### config.mk
export PLATFORM = sky130hd
export DESIGN_NAME = seq_restoring_divider
export DESIGN_NICKNAME = d
export VERILOG_FILES = /design/src/rtl/seq_restoring_divider.sv
export SDC_FILE = /design/constraint.sdc
export NUM_CORES = 1
export LEC_CHECK = 0
export BUFFER_PORTS_ARGS = -buffer_cell sky130_fd_sc_hd__buf_2
export CAP_MARGIN = 20
export CORE_MARGIN = 2
export CORE_UTILIZATION = 38
export DETAILED_ROUTE_END_ITERATION = 10
export PLACE_DENSITY = 0.62
export SYNTH_ARGS = -nofsm -noshare
export SYNTH_HDL_FRONTEND = slang
export SYNTH_SLANG_ARGS = --single-unit
### constraint.sdc
create_clock -name clk -period 1.7 [get_ports clk]
set_input_delay 0.34 -clock clk [delete_from_list [all_inputs] [get_ports clk]]
set_output_delay 0.34 -clock clk [all_outputs]
set_load 0.01 [all_outputs]
### src/rtl/seq_restoring_divider.sv
// seq_restoring_divider: 8-bit / 4-bit unsigned restoring divider,
// one quotient bit per clock. Optional DIV_SELFCHECK_EN adds a result check.
module seq_restoring_divider (
  input  logic       clk,
  input  logic       rst,
  input  logic       start,
  input  logic [7:0] dividend,
  input  logic [3:0] divisor,
  output logic       busy,
  output logic       done,
  output logic [7:0] quotient,
  output logic [3:0] remainder,
  output logic       div_by_zero,
  output logic       check_err
);

  typedef enum logic [1:0] {IDLE, RUN, DONE} state_t;

  state_t     state;
  logic [7:0] d_q;
  logic [7:0] q_q;
  logic [3:0] v_q;
  logic [4:0] r_q;
  logic [2:0] cnt_q;

  logic [4:0] r_sh;
  logic [4:0] r_nx;
  logic [7:0] q_nx;
  logic       q_bit;
  logic       accept;
  logic       complete;

  // One restoring step plus the accept/complete strobes
  always_comb begin
    r_sh     = {r_q[3:0], d_q[7]};
    q_bit    = (r_sh >= {1'b0, v_q});
    r_nx     = q_bit ? (r_sh - {1'b0, v_q}) : r_sh;
    q_nx     = {q_q[6:0], q_bit};
    accept   = start && (state != RUN);
    complete = (state == RUN) &&
               ((v_q == 4'd0) || (cnt_q == 3'd7));
  end

  // Control FSM, datapath registers and registered outputs
  always_ff @(posedge clk) begin
    if (rst) begin
      state       <= IDLE;
      d_q         <= 8'h00;
      q_q         <= 8'h00;
      v_q         <= 4'h0;
      r_q         <= 5'h00;
      cnt_q       <= 3'd0;
      busy        <= 1'b0;
      done        <= 1'b0;
      quotient    <= 8'h00;
      remainder   <= 4'h0;
      div_by_zero <= 1'b0;
    end else begin
      done <= 1'b0;
      unique case (state)
        IDLE, DONE: begin
          if (accept) begin
            d_q   <= dividend;
            v_q   <= divisor;
            r_q   <= 5'h00;
            q_q   <= 8'h00;
            cnt_q <= 3'd0;
            busy  <= 1'b1;
            state <= RUN;
          end else begin
            state <= IDLE;
          end
        end
        RUN: begin
          if (v_q == 4'd0) begin
            // zero divisor: skip the iterations, report saturated result
            quotient    <= 8'hFF;
            remainder   <= 4'h0;
            div_by_zero <= 1'b1;
          end else begin
            d_q   <= {d_q[6:0], 1'b0};
            r_q   <= r_nx;
            q_q   <= q_nx;
            cnt_q <= cnt_q + 3'd1;
            if (complete) begin
              quotient    <= q_nx;
              remainder   <= r_nx[3:0];
              div_by_zero <= 1'b0;
            end
          end
          if (complete) begin
            done  <= 1'b1;
            busy  <= 1'b0;
            state <= DONE;
          end
        end
        default: state <= IDLE;
      endcase
    end
  end

`ifdef DIV_SELFCHECK_EN
  logic [7:0]  a_q;
  logic [11:0] chk_sum;
  logic        chk_bad;

  // Recombine the result being written and compare to the operand
  always_comb begin
    chk_sum = ({4'h0, q_nx} * {8'h00, v_q}) + {8'h00, r_nx[3:0]};
    chk_bad = (chk_sum != {4'h0, a_q});
  end

  // Keep the original dividend and register the check on completion
  always_ff @(posedge clk) begin
    if (rst) begin
      a_q       <= 8'h00;
      check_err <= 1'b0;
    end else begin
      if (accept) a_q <= dividend;
      if (complete) check_err <= (v_q == 4'd0) ? 1'b0 : chk_bad;
    end
  end
`else
  assign check_err = 1'b0;
`endif

endmodule

# After elaboration in Yosys (flattened, before gate mapping)
# Cells that the tools add are included.
[classes]
n_lt_le_gt_ge = 1
n_bitwise = 1
multipliers = 0
muxes = 25
add_sub_neg = 2
eq_ne = 7
div = 0
n_reduce_logical = 13
n_shift = 0
[ops]
columns = ["operator", "count"]
rows = [
  ["$mux W8", 4],
  ["$mux W4", 5],
  ["$pmux W8 S2", 1],
  ["$mux W7", 2],
  ["$pmux W7 S2", 1],
  ["$pmux W4 S2", 1],
  ["$mux W3", 2],
  ["$ne A2 B2 Y1 const B", 3],
  ["$pmux W3 S2", 1],
  ["$reduce_and A3 Y1", 2],
  ["$ge A5 B4 Y1", 1],
  ["$mux W1", 5],
  ["$logic_not A4 Y1", 1],
  ["$pmux W2 S2", 1],
  ["$reduce_and A2 Y1", 2],
  ["$reduce_bool A2 Y1", 2],
  ["$reduce_or A2 Y1", 2],
  ["$sub A4 B4 Y4", 1],
  ["$add A3 B1 Y3 const B", 1],
  ["$eq A3 B3 Y1 const B", 1],
  ["$eq A2 B1 Y1 const B", 1],
  ["$eq A2 B2 Y1 const B", 1],
  ["$logic_and A1 B1 Y1", 2],
  ["$logic_not A2 Y1", 1],
  ["other kinds (5)", 5],
]
[word_totals]
memories = 0
rom_bits = 0
latch_bits = 0
in_bits = 15
wordCells = 60
ram_bits = 0
register_bits = 43

# Depth between registers and ports, before layout
# Gate-level depths: netlist (run 1).
[logic_depth]
ltp_word = 5
depth_mapped = 7
depth_no_buf = 7

# Least setup slack after synthesis (run 1)
# OpenSTA, ideal clock, no wires.
[synth_path]
kind = "flip-flop to flip-flop"
start = "register v_q[2]"
end = "register remainder[0]"
setup_slack_ns = -0.134
path_buffers = 0
period_less_slack_ns = 1.834
arrival_time_ns = 1.767
required_ns = 1.633
path_stages_with_launch = 8
setup_ns = 0.067
path_cell_list = "dfxtp_1 -> inv_1 -> ha_1 -> or4_4 -> a21oi_2 -> nor2_2 -> mux2_4 -> o21ai_2"
[synth_via]
elab_chain_len = 5
word_cells_on_any_way = 9
cone_classes = "order compare: 1; mux: 3; reduce/logical: 5"
[synth_lines]
columns = ["item", "line_no", "rtl"]
rows = [
  ["start, declared", "22", "logic [3:0] v_q;"],
  ["start signal, assigned", "64", "v_q <= divisor;"],
  ["branches (longest 5 deep; another with $ge A5 B4 Y1)", "-", ""],
  ["end signal, assigned", "87", "remainder <= r_nx[3:0];"],
  ["end, declared", "12", "output logic [3:0] remainder,"],
]
# Parallel ways; which one is timed is not known. The select of a mux whose other input is x is not followed.
# A chain may end at the register's enable or synchronous reset.

# Worst setup path in the final report (run 1)
[layout_path]
start = "register v_q[1]"
end = "register r_q[0]"
[layout_via]
elab_chain_len = 4
word_cells_on_any_way = 7
cone_classes = "order compare: 1; eq/ne: 1; mux: 3; reduce/logical: 2"
[layout_lines]
columns = ["item", "line_no", "rtl"]
rows = [
  ["$ge A5 B4 Y1", "36", "q_bit = (r_sh >= {1'b0, v_q});"],
  ["$mux W4", "37", "r_nx = q_bit ? (r_sh - {1'b0, v_q}) : r_sh;"],
  ["$mux W4", "75", "if (v_q == 4'd0) begin"],
  ["$pmux W4 S2", "60", "unique case (state)"],
  ["end signal, assigned", "82", "r_q <= r_nx;"],
  ["end, declared", "23", "logic [4:0] r_q;"],
]
# Parallel ways exist; a longest one is shown, timed or not. The select of a mux whose other input is x is not followed.

==> results of run 1 <==
cells in the final DEF (no fill, tap or decap), drive strengths merged:
cell / instances
buf: 51
dfxtp: 43
nand2: 33
nor2: 24
a21oi: 17
nand3: 9
mux2i: 9
o21ai: 9
a211oi: 8
clkbuf: 6
ha: 6
inv: 5
nor2b: 4
o22ai: 4
nand2b: 4
nand3b: 2
a22oi: 2
o21a: 2
nor4: 1
nand4: 1
xnor2: 1
or4: 1
or2: 1
a21boi: 1
o221ai: 1
a22o: 1
xor2: 1
o2bb2ai: 1
mux2: 1
and2b: 1
a32o: 1
fa: 1
conb: 1
clkinv: 1
clkinvlp: 1
cell families (layout without fill, tap and decap cells):
kind of cell,count (synthesis),in the layout
fa+ha+maj,7,7
buf+inv,17,64
compound gates,47,47
other cells,1,1
mux,10,10
xor+xnor,2,2
simple gates,81,81
flops,43,43
layout make-up:
| cell class | count | area (um2) | area share, % |
|---|---|---|---|
| multi-input combinational | 148 | 1030 | 42.8 |
| sequential | 43 | 866 | 36.0 |
| timing repair buffer | 51 | 323 | 13.4 |
| tap | 67 | 83.8 | 3.49 |
| clock buffer | 6 | 72.6 | 3.02 |
| inverter | 5 | 18.8 | 0.780 |
| clock inverter | 2 | 12.5 | 0.520 |
power breakdown:
part / leakage (uW) / total [uW] / internal [uW] / switching [uW]
clock: 0.0000412 / 641 / 287 / 354
combinational: 0.000610 / 505 / 241 / 264
sequential: 0.000352 / 1100 / 1060 / 33.0
sequential cells by signal, indices dropped and copies added (netlist names):
name         flops
div_by_zero      1
q_q              7
busy             1
cnt_q            3
quotient         8
done             1
remainder        4
state            2
r_q              4
d_q              8
v_q              4
per-layer routing:
layer / GRT usage (%) / up-vias / routed length, um
li1: - / 804 / -
met2: 24.7 / 29 / 1760
met3: 4.88 / 6 / 185
met4: 5.95 / 0 / 69
met1: 21.7 / 702 / 1950
met5: 0 / - / 0
what timing repair did:
action                                  in CTS  in global routing
buffers inserted                             0                  1
gates resized for setup                      1                 16
endpoints found under the setup margin       6                 33
pin swaps                                    0                  8
critical path, cell delays in order (launching register included):
cell     delay, ns
dfxtp_2       0.34
inv_2         0.05
ha_4          0.15
or4_4         0.52
a21oi_4       0.16
nor2_4        0.07
mux2_4        0.33
o21ai_2       0.11
stage by stage:
stage / hold slack, ns / util (%)
after global routing: 0.285 / 50.6
after global placement: 0.419 / 47.4
after CTS: 0.262 / 49.3
final: 0.263 / 50.6
after floorplan: 0.436 / -
after detailed placement: 0.427 / 47.4
final timing paths:
check / startpoint / endpoint
max reg2reg: v_q[1] / r_q[0]
max: v_q[1] / r_q[0]
min: divisor[2] / v_q[2]
min reg2reg: quotient[7] / quotient[7]
==> impl.org, run 1 <==
** Synthesis
- By area the synthesized netlist is led by dfxtp_1 46%, nand2_1 6.4%, mux2i_1 4.8%.
- Number of enable-type register cells in the synthesized netlist :: 0
- The cell area that synthesis handed to floorplanning was approximately 1900 um2.
- Summed over its instances, the top area cell type makes up about 46% of the synthesized netlist area.
- Sequential-to-total area share from yosys stat :: 45.7%
- Syn nets :: 230
- Of the total synthesized cell area, the portion taken by AND, OR, NAND and NOR gates is about a fifth.
- By area, the combinational part of the netlist is dominated by simple AND/OR/NAND/NOR gates.
- Fraction of synthesized area in multiplexers :: ~5.6%
- In the synthesized netlist, the number of instances is roughly 210.
- Predominant post-synthesis flop cell :: dfxtp_1
- Number of synthesized register bits :: between 40 and 50
- Summed over all instances, the cell type with the most area after synthesis is dfxtp_1.
- Post-synthesis share of cell area spent on xor and xnor gates :: less than 1%
- Compound-Gate Fraction of Synth Area :: between 10% and 20%
- The synthesized netlist contains 42 unique library cells.
- Synthesis warning total :: 0
- Of the total synthesized cell area, the portion taken by full adders, half adders and majority gates is under 10%.
- A synthesized cell averages just over 9 um2.
- After synthesis, the share of flip-flops with an asynchronous set or reset is 0%.
- Cell types with the highest counts after synthesis :: 43 x dfxtp_1, 32 x nand2_1, 22 x nor2_1, 16 x a21oi_1
- Cell with the most instances after synthesis :: dfxtp_1

** Clock tree
- After clock tree synthesis, the clock-pin slew on the worst setup and hold paths is approximately 0.08 ns.
- Number of buffers on the longest clock path :: 2
- H-tree depth reported by CTS :: 2
- Cts-stage hold buffer count :: 0
- Clock tree synthesis found a total of 43 sinks.
- Clock tree root buffer cell :: clkbuf_8
- TritonCTS built the clock tree.
- In this run, CTS created clock tree buffers numbering 5.
- Insertion delay to the later sink of the worst-skew pair :: about 0.3 ns

** STA
- The smallest clock period supported by the final layout is computed as 1.78 ns.
- The max-slew violation total from the final report came to 0.
- Adding up every negative setup slack in the final design gives -0.187 ns.
- The total count of hold-check failures in the final report came to 0.
- Final setup viols :: 4
- RSZ-0062 raised after global routing :: true
- Dividing the final minimum period by the clock period gives 105%.
- On the final layout, the worst clock skew is between 0.008 and 0.009 ns.
- Max Clk Rate :: between 500 and 600 MHz
- Min setup slack post-route :: -0.0776 ns

** Die
- The die is around 74 um wide.
- Full die area :: ~5500 um2
- I/O pins :: 31
- After floorplanning, the core was divided into 25 placement rows.
- The core region is 4750 um2.
- For this configuration, the core starts out at a cell density of 39.6%.
- Die Span Y :: 74.4 um

** Pwr
- Power density cells :: just over 900 nW/um2
- Power comes to between 2000 and 2500 uW.
- IR analysis of the VDD net gives a maximum drop of about 0.00036 V.
- Static leakage power :: around 0.0010 uW

** Global routing
- Entering global routing, the biggest net connects 17 pins.
- Vias in the first global route :: between 1000 and 1500
- In the global route stage, overall resource usage came out at roughly 16%.
- For this run the aggregate overflow at the end of global routing stands at 0.
- Antenna violations before repair :: 0
- Wire length of the first global-routing pass :: 6740 um

** Critical path
- Worst Reg2Reg Path Length in Cells :: 7
- Critical Path Fanout Max :: 4
- Start-to-end type of the worst setup path :: flop to flop
- Element type at the critical path start :: flop
- Data on the critical path is required at its endpoint by 1.94 ns.
- Flop2flop setup slack :: -0.08 ns
- The worst setup path is captured at a flop.
- At the worst endpoint, the arrival time is approximately 2.0 ns.

** Job
- Number of max-capacitance violations reported :: 0

** Detailed routing
- Drt wl/cell :: between 10 and 15 um
- Via count :: 1541
- Average vias per placed instance :: approximately 4.8
- Antenna violation net count after detailed routing :: 0
- DRC Markers :: 0
- Wires add up to around 4000 um.
- Total iterations of the first detailed-routing run :: 4
- Violation count after the first detailed-routing iteration :: approximately 80

** Placement
- Count of input and output buffers :: 29
- Number of instances in the placed design :: around 310
- Placed inst area :: roughly 2300 um2
- Before CTS, the worst setup slack after placement is -0.0630 ns.
- Placed wire-length estimate :: 2880 um
- At the end of routability-driven placement, the weighted congestion stood at between 0.8 and 0.9.

** Worst hold path
- Hold Path Class :: input port to flop
- Hold path depth :: 3

** Final layout
- Filler Cells Inserted :: 492
- Non-filler instance count after layout :: approximately 320
- Compared with the post-synthesis result, the final layout area differs by 27.8%.
- Fraction of final layout cells with drive strength greater than 1 :: between 30% and 40%
- The number of antenna diodes in the final layout is 0.
- Final Cell Area :: 2400 um2
- For this run, the post-layout net count is approximately 280.

** Run status
- The final reports fail on setup timing.
- The run finished, with violations left.
Note: power is estimated with default switching activity, not from simulation.
==> inputs of run 2 (changes only) <==
--- a/config.mk
+++ b/config.mk
@@ -7,10 +7,12 @@
 export LEC_CHECK = 0
 export BUFFER_PORTS_ARGS = -buffer_cell sky130_fd_sc_hd__buf_2
 export CAP_MARGIN = 20
+export CELL_PAD_IN_SITES_DETAIL_PLACEMENT = 0
+export CELL_PAD_IN_SITES_GLOBAL_PLACEMENT = 1
 export CORE_MARGIN = 2
-export CORE_UTILIZATION = 38
+export CORE_UTILIZATION = 37
 export DETAILED_ROUTE_END_ITERATION = 10
-export PLACE_DENSITY = 0.62
+export PLACE_DENSITY = 0.75
 export SYNTH_ARGS = -nofsm -noshare
 export SYNTH_HDL_FRONTEND = slang
 export SYNTH_SLANG_ARGS = --single-unit
==> run 2 against run 1 <==
  * The run still ends with setup timing left
  * Via count is 0.13% lower
  * Count of clock-buffer cells in the layout is the same
  * Non-clock buffer count up 6
  * Design area rose by 1.8%
  * Die area is 2.6% higher
  * Critical path type unchanged
  * Highest routed layer unchanged
==> impl.org, run 2 (synthesized netlist as in run 1, its figures left out) <==
** Clock tree
- CTS built an H-tree with a depth of 2.
- The clock reaches the later pin of the worst-skew pair after 0.30 ns.
- Clock tree root buffer cell :: clkbuf_8
- For this design, the CTS-stage hold fixing added 0 buffers.
- Clock-pin slew was measured on the worst setup and hold paths at about 0.080 ns.
- Sink Count :: 43
- Number of buffers on the longest clock path :: 2
- The number of clock buffers added by TritonCTS is 5.
- CTS tree :: done

** Detailed routing
- The first detailed-routing pass took 3 iterations.
- Drt total wl :: 3970 um
- Average vias per placed instance :: about 4.7
- The final route contains approximately 1500 vias.
- After detailed routing, the average wire length per cell comes to approximately 12 um.
- Routed wire length on met2 :: between 1500 and 2000 um
- DRC Markers :: 0
- Signal routing reaches up to met4.
- The detail route stage leaves a number of antenna-violating nets equal to 0.
- For this block, the initial DRC count from the detailed router was 57.
- Wire length on met1 :: 1970 um
- Routed met3 length :: roughly 150 um

** Critical path
- Arrival time of the worst setup path :: roughly 2 ns
- Element type at the critical path start :: flop
- Kind of end point of the critical path :: flop
- Start-to-end type of the worst setup path :: flop to flop
- Critical Path Fanout Max :: 4
- Data on the critical path is required at its endpoint by slightly below 2 ns.

** STA
- Timing would allow up to ~570 MHz.
- Min setup slack post-route :: -0.0630 ns
- Max Clock Skew :: between 0.004 and 0.005 ns
- Final setup viols :: 7
- Number of failing hold endpoints at the final stage :: 0
- The max-slew violation total from the final report came to 0.
- Setup repair after global routing could not meet its margin everywhere.
- Worst-case hold slack :: 0.268 ns
- Shortest period the worst path allows :: 1.76 ns
- The final critical path takes up 104% of the cycle.

** Run status
- Result of the run :: finished, violations left
- The final reports fail on setup timing.

** Final layout
- The largest registers in the layout are d_q (8), quotient (8), q_q (7).
- Multi-input gate area in the final layout :: between 1000 and 1500 um2
- Commonest non-fill, non-tap cell in the layout :: dfxtp_1
- Fill cells in the final layout number roughly 480.
- Fraction of final layout cells with drive strength greater than 1 :: between 30% and 40%
- 0 antenna diodes ended up in the layout.
- Layout area overhead :: 30.1%
- The finished layout holds between 300 and 400 standard cells, fillers aside.
- Final net count :: between 200 and 300
- Commonest cells after routing, fill and taps aside :: 40 x dfxtp_1, 31 x nand2_1, 29 x buf_2, 26 x buf_4, 21 x nor2_1
- In the final layout, flip-flops and latches occupy between 800 and 900 um2.

** Global routing
- Overall track demand over capacity in global routing :: 15.9%
- The number of global-route vias before repair came to roughly 1600.
- The first global-routing pass estimated 6870 um of wire.
- The initial antenna violation count was 0.
- Global routing finished with a remaining overflow of 0.
- Largest net degree at the start of global routing :: 18

** Placement
- Count of input and output buffers :: 29
- Timing analysis after detailed placement gives a worst setup slack of -0.0599 ns.
- RD Place Congestion :: just over 0.9
- Detailed placement finished with a half-perimeter wire length of around 2900 um.
- Number of instances in the placed design :: approximately 320

** Die
- Once the floorplan was initialized, standard cells occupied between 30 and 40% of the core.
- The floorplan step set the die width to between 70 and 80 um.
- In this run the core area contains 25 standard-cell rows.
- Measured along the y axis, the die boundary spans approximately 75 um.
- 31 I/O pins were placed.
- The floorplan step defined a die boundary enclosing 5670 um2.
- After floorplanning, the core was sized to cover about 4800 um2.

** Job
- Number of max-capacitance violations reported :: 0

** Pwr
- Largest vdd supply drop :: roughly 0.0004 V
- Power density cells :: between 900 and 1000 nW/um2
- For this design the static power due to leakage is around 0.0010 uW.

** Worst hold path
- The min-delay analysis places its worst path in the category input port to flop.
run 2: through the flow:
step                utilization (%)  TNS [ns]  instance area [um2]  power (uW)
finish                         50.8    -0.204                 2450        2250
global route                   50.8    -0.777                 2450        2370
CTS                            49.4    -0.207                 2380        2240
detailed placement             47.3    -0.161                 2280        1600
global placement               47.3   -0.0370                 2280        1590
floorplan                         -   -0.0999                 1910        1430
run 2: path summary, 6_finish.rpt:
kind | slack [ns] | depth (start not counted) | from | to
worst max-delay path | -0.06 | 7 | v_q[1] | remainder[0]
worst max register to register | -0.06 | 7 | v_q[1] | remainder[0]
worst min register to register | 0.44 | 2 | quotient[4] | quotient[4]
worst min-delay path | 0.27 | 3 | divisor[1] | v_q[1]
run 2: area by class of cell:
type                       count  share of cell area, %
multi-input combinational    148                   41.8
sequential                    43                   35.3
timing repair buffer          57                   15.2
tap                           67                   3.43
clock buffer                   6                   2.97
inverter                       5                  0.767
clock inverter                 2                  0.511
run 2: worst max-delay path: stages, from the launching register on:
cell and delay (ns):
dfxtp_2 0.34, inv_2 0.05, ha_4 0.15, or4_4 0.52, a21oi_4 0.16, nor2_4 0.07
mux2_4 0.31, o21ai_2 0.10
run 2: report_power, final:
group	switching (uW)	internal [uW]	leakage [uW]
sequential	28.8	1060	0.000352
combinational	266	254	0.000643
clock	351	287	0.0000412
total	646	1610	0.00104
run 2: repair_timing:
item	CTS	global route
pin swaps	0	3
endpoints found under the setup margin	8	25
resized for setup	1	15
buffers inserted	2	3
run 2: routing by layer:
metal	vias up	GRT usage, %
met3	4	4.50
met2	27	26.5
met5	-	0
met1	692	20.0
met4	0	4.68
li1	816	-
==> inputs of run 3 (changes only) <==
==> constraint.sdc (replaced) <==
create_clock -name clk -period 1.5 [get_ports clk]
set_input_delay 0.3 -clock clk [delete_from_list [all_inputs] [get_ports clk]]
set_output_delay 0.3 -clock clk [all_outputs]
set_load 0.01 [all_outputs]
==> run 3 against run 2 <==
  * The run still ends with setup timing left
  * Sequential power increased by 15%
  * Count of clock-buffer cells in the layout stayed put
  * Largest cell class unchanged
  * Sequential share of layout area down 4.7 points
  * Design area is 15% higher
  * Flip-flop and latch count unchanged
==> impl.org, run 3 (synthesized netlist as in run 1, its figures left out) <==
** Detailed routing
- Violation count after the first detailed-routing iteration :: 58
- The detailed router placed roughly 1700 vias in this run.
- Drt wl/cell :: 13.8 um
- Antenna violation net count after detailed routing :: 0
- Total iterations of the first detailed-routing run :: 4
- Average vias per placed instance :: ~5
- Drt total wl :: roughly 4700 um
- DRC Markers :: 0

** Critical path
- In this design, the largest share of critical-path delay is due to simple AND/OR/NAND/NOR gates.
- STA puts the critical path data required time at 1.73 ns.
- Reg2reg end :: r_q[0]
- Crit Reg-Reg Startpoint :: v_q[3]
- Data on the critical path arrives at its endpoint at between 1.5 and 2 ns.
- For the worst flop-to-flop path, the logic depth is 7.
- Cells along the critical path :: inv_2, ha_4, or4_4, a21oi_4, nor2_4, mux2_4, o21ai_2
- Cell with the largest stage delay on the worst path :: or4_4
- Critical Path Fanout Max :: 4
- The number of buffers and inverters on the critical path is 1.
- The setup check on the worst reg-to-reg path leaves a slack of -0.27 ns.
- The worst setup path is captured at a flop.
- Element type at the critical path start :: flop
- Delay contributed by the slowest stage of the critical path :: a little over 0.5 ns
- Start-to-end type of the worst setup path :: flop to flop
- In this run the worst setup path begins at v_q[3].

** Clock tree
- Clock buffer count from CTS :: 5
- TritonCTS built the clock tree.
- H-tree depth reported by CTS :: 2
- After clock tree synthesis, the clock-pin slew on the worst setup and hold paths is about 0.070 ns.
- Cts-stage hold buffer count :: 0
- Clock tree root buffer cell :: clkbuf_8
- Insertion delay to the later sink of the worst-skew pair :: 0.29 ns
- Sink Count :: 43
- In this run the deepest clock path goes through 2 buffers.

** Pwr
- Combinational cells account for a little over a quarter of the total power.
- Register share of total power :: about 43%
- Total power after layout :: 2890 uW
- IR analysis of the VDD net gives a maximum drop of about 0.00064 V.
- For this design the total switching power over the nets is just under 800 uW.
- Summed over all cells, the static leakage comes to about 0.0012 uW.
- Net switching is between 20% and 30% of the power.
- Per report_power, the clock group accounts for 29.8% of the total.
- Power spread over the standard cell area amounts to approximately 1000 nW/um2.
- The internal power of the cells totals between 2000 and 2500 uW.

** Run status
- The final reports fail on setup timing.
- Result of the run :: finished, violations left

** STA
- Timing would allow up to 566 MHz.
- Sum Neg Setup Slack :: -3.41 ns
- The total count of hold-check failures in the final report came to 0.
- Across all setup checks in the final design, the least slack found is -0.266 ns.
- RSZ-0062 raised after global routing :: true
- Max Clock Skew :: about 0.0052 ns
- Share of the clock period used by the worst path :: 118%
- Subtracting the final worst setup slack from the clock period gives 1.77 ns.
- The max-slew violation total from the final report is 0.
- Setup violations remaining at the end of the flow were counted as 30.

** Worst hold path
- Hold path depth :: 3
- In this run the worst hold path is classified as input port to flop.
- The worst hold path terminates at v_q[3].
- The startpoint identified for the worst hold timing path is divisor[3].

** Placement
- Setup WS pre-CTS :: -0.294 ns
- Count of input and output buffers :: 29
- Placed wire-length estimate :: about 3100 um
- RD Place Congestion :: approximately 0.84
- The placed instances occupy a cell area of around 2300 um2.

** Die
- The die is about 75 um tall.
- The floorplan step defined a die boundary enclosing 5670 um2.
- Row generation in the floorplan step produced 25 rows.
- I/O pins :: 31
- Once the floorplan was initialized, standard cells occupied between 30% and 40% of the core.
- Die span in x :: 75.3 um
- After floorplanning, the core was sized to cover about 4800 um2.

** Final layout
- In the final design database the tool counted around 300 nets.
- Final Cell Area :: 2820 um2
- Diode count :: 0
- Regs by FF count :: d_q (8), quotient (8), q_q (7)
- Fraction of final layout cells with drive strength greater than 1 :: between 40% and 50%
- Layout area overhead :: 49.9%
- Commonest non-fill, non-tap cell in the layout :: dfxtp_1
- Leaving out fill and tap cells, the most frequent cells in the layout are 40 x dfxtp_1, 33 x buf_4, 29 x nand2_1, 29 x buf_2, 14 x nor2_1.

** Global routing
- The first global-routing pass estimated 7980 um of wire.
- For this run the aggregate overflow at the end of global routing stands at 0.
- The initial antenna violation count came to 0.
- Entering global routing, the biggest net connects 21 pins.
- The number of global-route vias before repair came to approximately 1700.
- Global routing used around a fifth of the available tracks across all layers.

** Job
- Number of max-capacitance violations reported :: 0
-- run 3: cell types whose count changed in the layout (fill, tap and decap cells not counted), moves of 2 or more --
cell,change
buf_4,+7
nor2_1,-7
nor2_4,+7
buf_6,+6
a21oi_1,-4
a21oi_2,+4
buf_16,+3
nand3_1,-3
nand3_2,+3
o21ai_1,-3
o21ai_2,+3
nand2_1,-2
o22ai_1,-2
o22ai_2,+2
-- run 3: worst max path at each step --
| stage | depth (start not counted) | slack [ns] | endpoint |
|---|---|---|---|
| floorplan | 7 | -0.25 | r_q[0] |
| global placement | 7 | -0.24 | r_q[0] |
| detailed placement | 7 | -0.29 | r_q[0] |
| CTS | 7 | -0.28 | r_q[0] |
| global route | 7 | -0.32 | r_q[0] |
| finish | 7 | -0.27 | r_q[0] |
-- run 3: area by class of cell --
type / instances / area [um2]
Clock buffer: 6 / 72.6
Inverter: 5 / 18.8
Clock inverter: 1 / 30.0
Fill cell: 466 / 2000
Sequential cell: 43 / 865
Multi-Input combinational cell: 149 / 1180
Tap cell: 67 / 83.8
Timing Repair Buffer: 73 / 574
-- run 3: power by group through the flow --
| stage | Clock [uW] | Sequential, uW | Combinational (uW) |
|---|---|---|---|
| floorplan | 0 | 1280 | 348 |
| global placement | 0 | 1270 | 552 |
| detailed placement | 0 | 1270 | 555 |
| CTS | 880 | 1250 | 741 |
| global route | 940 | 1260 | 843 |
| finish | 860 | 1250 | 777 |
-- run 3: timing repair --
action | in CTS | in global routing
pin swaps | 9 | 13
endpoints found under the setup margin | 28 | 36
resized for setup | 35 | 23
cloned | 4 | 0
buffers inserted | 11 | 2
-- run 3: per-stage QoR --
stage,util (%),hold WS (ns),cells
4_1_cts,56.6,0.239,342
2_1_floorplan,-,0.428,208
3_5_place_dp,48.1,0.425,320
6_report,58.6,0.240,344
5_1_grt,58.6,0.252,344
3_3_place_gp,48.1,0.420,320
-- run 3: worst register-to-register path: stages (launching register included) --
cell and delay [ns]:
dfxtp_2 0.33, inv_2 0.04, ha_4 0.15, or4_4 0.51, a21oi_4 0.17, nor2_4 0.07, mux2_4 0.32, o21ai_2 0.11
-- run 3: routing by layer --
layer | vias up | track usage (%) | wire [um]
li1 | 856 | - | -
met1 | 770 | 24.3 | 2220
met2 | 34 | 30.3 | 2240
met3 | 10 | 4.76 | 192
met4 | 0 | 7.60 | 83
met5 | - | 0 | 0
